===== src/rtl/obi_axil_dram_bridge.sv =====
// OBI responder that turns each granted transfer into one AXI4-Lite read or write
// toward the DDR controller; addresses outside the window are answered locally with err.
module obi_axil_dram_bridge #(
    parameter logic [31:0] ADDR_BASE   = 32'h4000_0000,
    parameter logic [31:0] WINDOW_SIZE = 32'h1000_0000,
    parameter int          AXI_AW      = 32
) (
    input  logic              clk_gen,
    input  logic              rst_n,
    input  logic              obi_req_i,
    output logic              obi_gnt_o,
    input  logic [31:0]       obi_addr_i,
    input  logic              obi_we_i,
    input  logic [3:0]        obi_be_i,
    input  logic [31:0]       obi_wdata_i,
    output logic              obi_rvalid_o,
    output logic [31:0]       obi_rdata_o,
    output logic              obi_err_o,
    output logic              m_awvalid_o,
    input  logic              m_awready_i,
    output logic [AXI_AW-1:0] m_awaddr_o,
    output logic              m_wvalid_o,
    input  logic              m_wready_i,
    output logic [31:0]       m_wdata_o,
    output logic [3:0]        m_wstrb_o,
    input  logic              m_bvalid_i,
    output logic              m_bready_o,
    input  logic [1:0]        m_bresp_i,
    output logic              m_arvalid_o,
    input  logic              m_arready_i,
    output logic [AXI_AW-1:0] m_araddr_o,
    input  logic              m_rvalid_i,
    output logic              m_rready_o,
    input  logic [31:0]       m_rdata_i,
    input  logic [1:0]        m_rresp_i
);

    typedef enum logic [2:0] {IDLE, WR, WR_B, RD_AR, RD_R, RESP} state_t;

    state_t              state_q, state_d;
    logic                aw_pend_q, aw_pend_d;
    logic                w_pend_q, w_pend_d;
    logic [AXI_AW-1:0]   addr_q, addr_d;
    logic [31:0]         wdata_q, wdata_d;
    logic [3:0]          wstrb_q, wstrb_d;
    logic [31:0]         rdata_q, rdata_d;
    logic                err_q, err_d;

    logic [31:0]         offset;
    logic [31:0]         word_off;
    logic                hit;
    logic [AXI_AW-1:0]   axi_addr;

    // Unsigned wrap makes addresses below the base land far above the window.
    assign offset   = obi_addr_i - ADDR_BASE;
    assign hit      = offset < WINDOW_SIZE;
    assign word_off = offset & 32'hFFFF_FFFC;

    generate
        if (AXI_AW == 32) begin : g_aw_eq
            assign axi_addr = word_off;
        end else if (AXI_AW > 32) begin : g_aw_wide
            assign axi_addr = {{(AXI_AW-32){1'b0}}, word_off};
        end else begin : g_aw_narrow
            assign axi_addr = word_off[AXI_AW-1:0];
        end
    endgenerate

    assign obi_gnt_o    = obi_req_i && (state_q == IDLE) && rst_n;
    assign obi_rvalid_o = (state_q == RESP);
    assign obi_rdata_o  = rdata_q;
    assign obi_err_o    = err_q;
    assign m_awvalid_o  = aw_pend_q;
    assign m_wvalid_o   = w_pend_q;
    assign m_awaddr_o   = addr_q;
    assign m_araddr_o   = addr_q;
    assign m_wdata_o    = wdata_q;
    assign m_wstrb_o    = wstrb_q;
    assign m_bready_o   = (state_q == WR_B);
    assign m_arvalid_o  = (state_q == RD_AR);
    assign m_rready_o   = (state_q == RD_R);

    always_ff @(posedge clk_gen or negedge rst_n) begin
        if (!rst_n) begin
            state_q   <= IDLE;
            aw_pend_q <= 1'b0;
            w_pend_q  <= 1'b0;
            addr_q    <= '0;
            wdata_q   <= '0;
            wstrb_q   <= '0;
            rdata_q   <= '0;
            err_q     <= 1'b0;
        end else begin
            state_q   <= state_d;
            aw_pend_q <= aw_pend_d;
            w_pend_q  <= w_pend_d;
            addr_q    <= addr_d;
            wdata_q   <= wdata_d;
            wstrb_q   <= wstrb_d;
            rdata_q   <= rdata_d;
            err_q     <= err_d;
        end
    end

    always_comb begin
        state_d   = state_q;
        aw_pend_d = aw_pend_q;
        w_pend_d  = w_pend_q;
        addr_d    = addr_q;
        wdata_d   = wdata_q;
        wstrb_d   = wstrb_q;
        rdata_d   = rdata_q;
        err_d     = err_q;
        case (state_q)
            IDLE: begin
                if (obi_gnt_o) begin
                    wdata_d = obi_wdata_i;
                    wstrb_d = obi_be_i;
                    rdata_d = '0;
                    err_d   = !hit;
                    if (!hit) begin
                        state_d = RESP;
                    end else begin
                        addr_d = axi_addr;
                        if (obi_we_i) begin
                            state_d   = WR;
                            aw_pend_d = 1'b1;
                            w_pend_d  = 1'b1;
                        end else begin
                            state_d = RD_AR;
                        end
                    end
                end
            end
            WR: begin
                // AW and W retire independently; leave once both have handshaken.
                aw_pend_d = aw_pend_q && !m_awready_i;
                w_pend_d  = w_pend_q && !m_wready_i;
                if (!aw_pend_d && !w_pend_d) begin
                    state_d = WR_B;
                end
            end
            WR_B: begin
                if (m_bvalid_i) begin
                    err_d   = (m_bresp_i != 2'b00);
                    state_d = RESP;
                end
            end
            RD_AR: begin
                if (m_arready_i) begin
                    state_d = RD_R;
                end
            end
            RD_R: begin
                if (m_rvalid_i) begin
                    rdata_d = m_rdata_i;
                    err_d   = (m_rresp_i != 2'b00);
                    state_d = RESP;
                end
            end
            RESP: begin
                state_d = IDLE;
            end
            default: begin
                state_d = IDLE;
            end
        endcase
    end

endmodule

===== config.mk =====
export PLATFORM = sky130hd
export DESIGN_NAME = obi_axil_dram_bridge
export DESIGN_NICKNAME = d
export VERILOG_FILES = /design/src/rtl/obi_axil_dram_bridge.sv
export SDC_FILE = /design/constraint.sdc
export NUM_CORES = 1
export LEC_CHECK = 0
export CORE_ASPECT_RATIO = 0.7
export CORE_MARGIN = 5
export CORE_UTILIZATION = 66
export CTS_BUF_LIST = sky130_fd_sc_hd__clkbuf_4 sky130_fd_sc_hd__clkbuf_8
export CTS_CLUSTER_DIAMETER = 50
export DETAILED_ROUTE_END_ITERATION = 10
export DONT_BUFFER_PORTS = 1
export PLACE_DENSITY = 0.82
export SYNTH_ARGS = -nofsm -noshare
export SYNTH_HDL_FRONTEND = slang
export SYNTH_SLANG_ARGS = --single-unit

===== constraint.sdc =====
create_clock -name clk_gen -period 2.4 [get_ports clk_gen]
set_clock_uncertainty 0.2 [all_clocks]
set_input_delay 0.24 -clock clk_gen [delete_from_list [all_inputs] [get_ports clk_gen]]
set_output_delay 0.24 -clock clk_gen [all_outputs]
set_load 0.01 [all_outputs]

==> impl_results.md <==
* Status: finished, violations left
* Failing checks: hold timing
* Area grow syn2layout at 23.3%
* Site row count at 25
* Number of synthesized register bits at 104
* CTS tree: built
* CTS hold repair buffers at 100
* Via density at 5.82
* Htree depth at 3
* Ys flop type: dfrtp_1
* Most frequent cells after synthesis: dfrtp_1, mux2_2, buf_4, inv_1, o21ai_0
* Mapped Cells at 375
* Endpoints failing setup at 0
* Sequential standard cell area at 0.00260 sq mm
* Crit Path Max Fanout at 32
* Post-synthesis instance area at 0.00456 sq mm
* Worst Tran Pin Value at 0.711 ns
* Synth warnings at 0
* All-layer global routing usage at 29.0%
* First-pass GRT wire length at 19,000 um
* Routability cong. at 0.868
* Share of post-route cells with drive strength above 1 at 21.5%
* Fillers at 327
* Total CTS buffers at 9
* I/O Buffers at 0
* Crit path DAT at 2.31 ns
* Final Max Tran Viols at 0
* Largest net degree at the start of global routing at 108
* Initial antenna violation count at 0
* Pre-antenna DRT Iters at 4
* HP Class: in -> async
* Wirelength per Cell at 23.4 um
* Vias in the first global route at 3,385
* Slew HR at 52.5%
* Final period utilization at 95.0%
* Layout Cells excl Fill at 541
* Core Footprint at 0.00673 sq mm
* EDFF count, synth at 0
* Post-DP HPWL at 7130 um
* CP Data Required Time at 2.43 ns
* Post-synth top area share at 57.1%
* First DRT Iteration DRCs at 270
* Die area at 0.00870 sq mm
* RSZ-0062 raised after global routing: false
* Nets@finish at 556
* Post-synth ARST share at 100%
* Antenna diodes at 0
* DR DRC count at 0
* PwrDens at 1090 mW/mm^2
* Die height at 79.5 um
* Netlist cell types at 37
* Routed wire length at 12,700 um
* Via count at 3,148
* Clk buf depth at 2
* Yosys top cell by area: dfrtp_1
* Clk_lat worst skew at 0.35 ns
* Register area share after synthesis at 57.1%
* Die X at 109 um
* Syn Area/Cell at 12.2 sq um
* Max Clk Rate at 438 MHz
* Setup TNS at 0 ns
* Area of the multi-input gates at 0.00148 sq mm
* CP Capture Type: flip-flop
* Postcts setup bufs at 0
* Most frequent cell after synthesis: dfrtp_1
* Remaining Overflow, GRT at 0
* Root Driver: clkbuf_8
* Initial Utilization at 67.8%
* Static leakage at 0.00247 uW
* Setup CP Type: in -> reg
* Final hold violation count at 104
* Boundary pin count at 253
* Clk sinks at 104
* Reg clk slew, reported paths at 0.10 ns
* Max cap viols at 0
* Peak VDD IR at 0.676 mV
* Dpl cells at 424
* Synth area leaders: dfrtp_1, mux2_2, buf_4, o21ai_0, nand3_1
* Startpoint Class: input pin
* Post-route antenna net violation count at 0
* Hold WS at -0.628 ns
* Final Critical Period at 2.28 ns
worst max-delay path, cell delays in order:
cell,delay (ns)
dlygate4sd3_1,0.61
ha_1,0.18
or3b_2,0.51
nor3_4,0.17
buf_12,0.23
mux2_2,0.37
what timing repair did:
action / in CTS / in global routing
gates resized for setup: 0 / 2
endpoints found under the setup margin: 0 / 31
hold endpoints to repair: 204 / 104
layout make-up:
cell class	instances	share of cell area, %
well taps	94	2.09
repair buffers	106	19.1
clock inverters	5	1.14
multi-input cells	183	26.3
flip-flops and latches	104	46.3
inverters	38	2.54
clock buffers	11	2.58
per-stage QoR:
step                util [%]  setup slack (ns)  power [uW]  cell area (sq um)
floorplan                  -             0.454        4490               4570
global placement        65.2             0.279        4600               4380
detailed placement      65.2            0.0987        4720               4380
CTS                     83.2            0.0905        5960               5590
global route            83.6            0.0640        6450               5620
finish                  83.6             0.119        6110               5620
cells in the final DEF, fill, tap and decap left out, drive strengths merged, types with 2 or more instances in the layout:
master | synthesis | layout
a21oi | 8 | 8
a31oi | 2 | 2
and3 | 2 | 2
buf | 47 | 6
clkbuf | 7 | 11
conb | 1 | 4
dfrtp | 104 | 104
dlygate4sd3 | 0 | 100
inv | 38 | 40
mux2 | 63 | 63
mux2i | 3 | 3
nand2 | 4 | 4
nand3 | 32 | 32
nor2 | 5 | 5
nor2b | 3 | 3
o21ai | 35 | 35
o2bb2ai | 1 | 2
o31ai | 2 | 2
or3 | 2 | 2
cells by family after synthesis:
| group | after synthesis | synth area share [%] |
|---|---|---|
| flops | 104 | 57.1 |
| buf+inv | 92 | 11.4 |
| compound gates | 56 | 7.52 |
| fa+ha+maj | 1 | 0.274 |
| other cells | 1 | 0.0822 |
| simple gates | 55 | 7.46 |
| mux | 66 | 16.2 |
registers in the layout (all words and copies together), names as in the netlist:
| signal | flops |
|---|---|
| state_q | 3 |
| m_wstrb_o | 4 |
| m_wdata_o | 32 |
| obi_rdata_o | 32 |
| m_araddr_o | 30 |
| m_awvalid_o | 1 |
| obi_err_o | 1 |
| m_wvalid_o | 1 |
metal layers:
metal	wire, um	GRT usage (%)
met4	263	8.84
met1	4580	34.3
met3	1350	11.2
met5	0	0
met2	6470	49.0
final timing paths:
path | slack, ns | endpoint | startpoint | depth (start not counted)
max | 0.12 | m_araddr_o[10]$_DFFE_PN0P_ | obi_addr_i[30] | 6
max reg2reg | 0.42 | obi_rdata_o[16]$_DFFE_PN0P_ | state_q[2]$_DFFE_PN0P_ | 4
max in group asynchronous | 2.46 | state_q[2]$_DFFE_PN0P_ | rst_n | 0
min in group clk_gen | 0.03 | state_q[0]$_DFFE_PN0P_ | m_bvalid_i | 4
min reg2reg | 0.40 | m_wdata_o[1]$_DFFE_PN0P_ | m_wdata_o[1]$_DFFE_PN0P_ | 1
min | -0.63 | obi_rdata_o[7]$_DFFE_PN0P_ | rst_n | 0
where the power goes:
group,internal (uW),switching (uW)
registers,2410,1020
clock network,533,587
logic,778,770
total,3730,2380
Power figures use the tool's default switching activity.
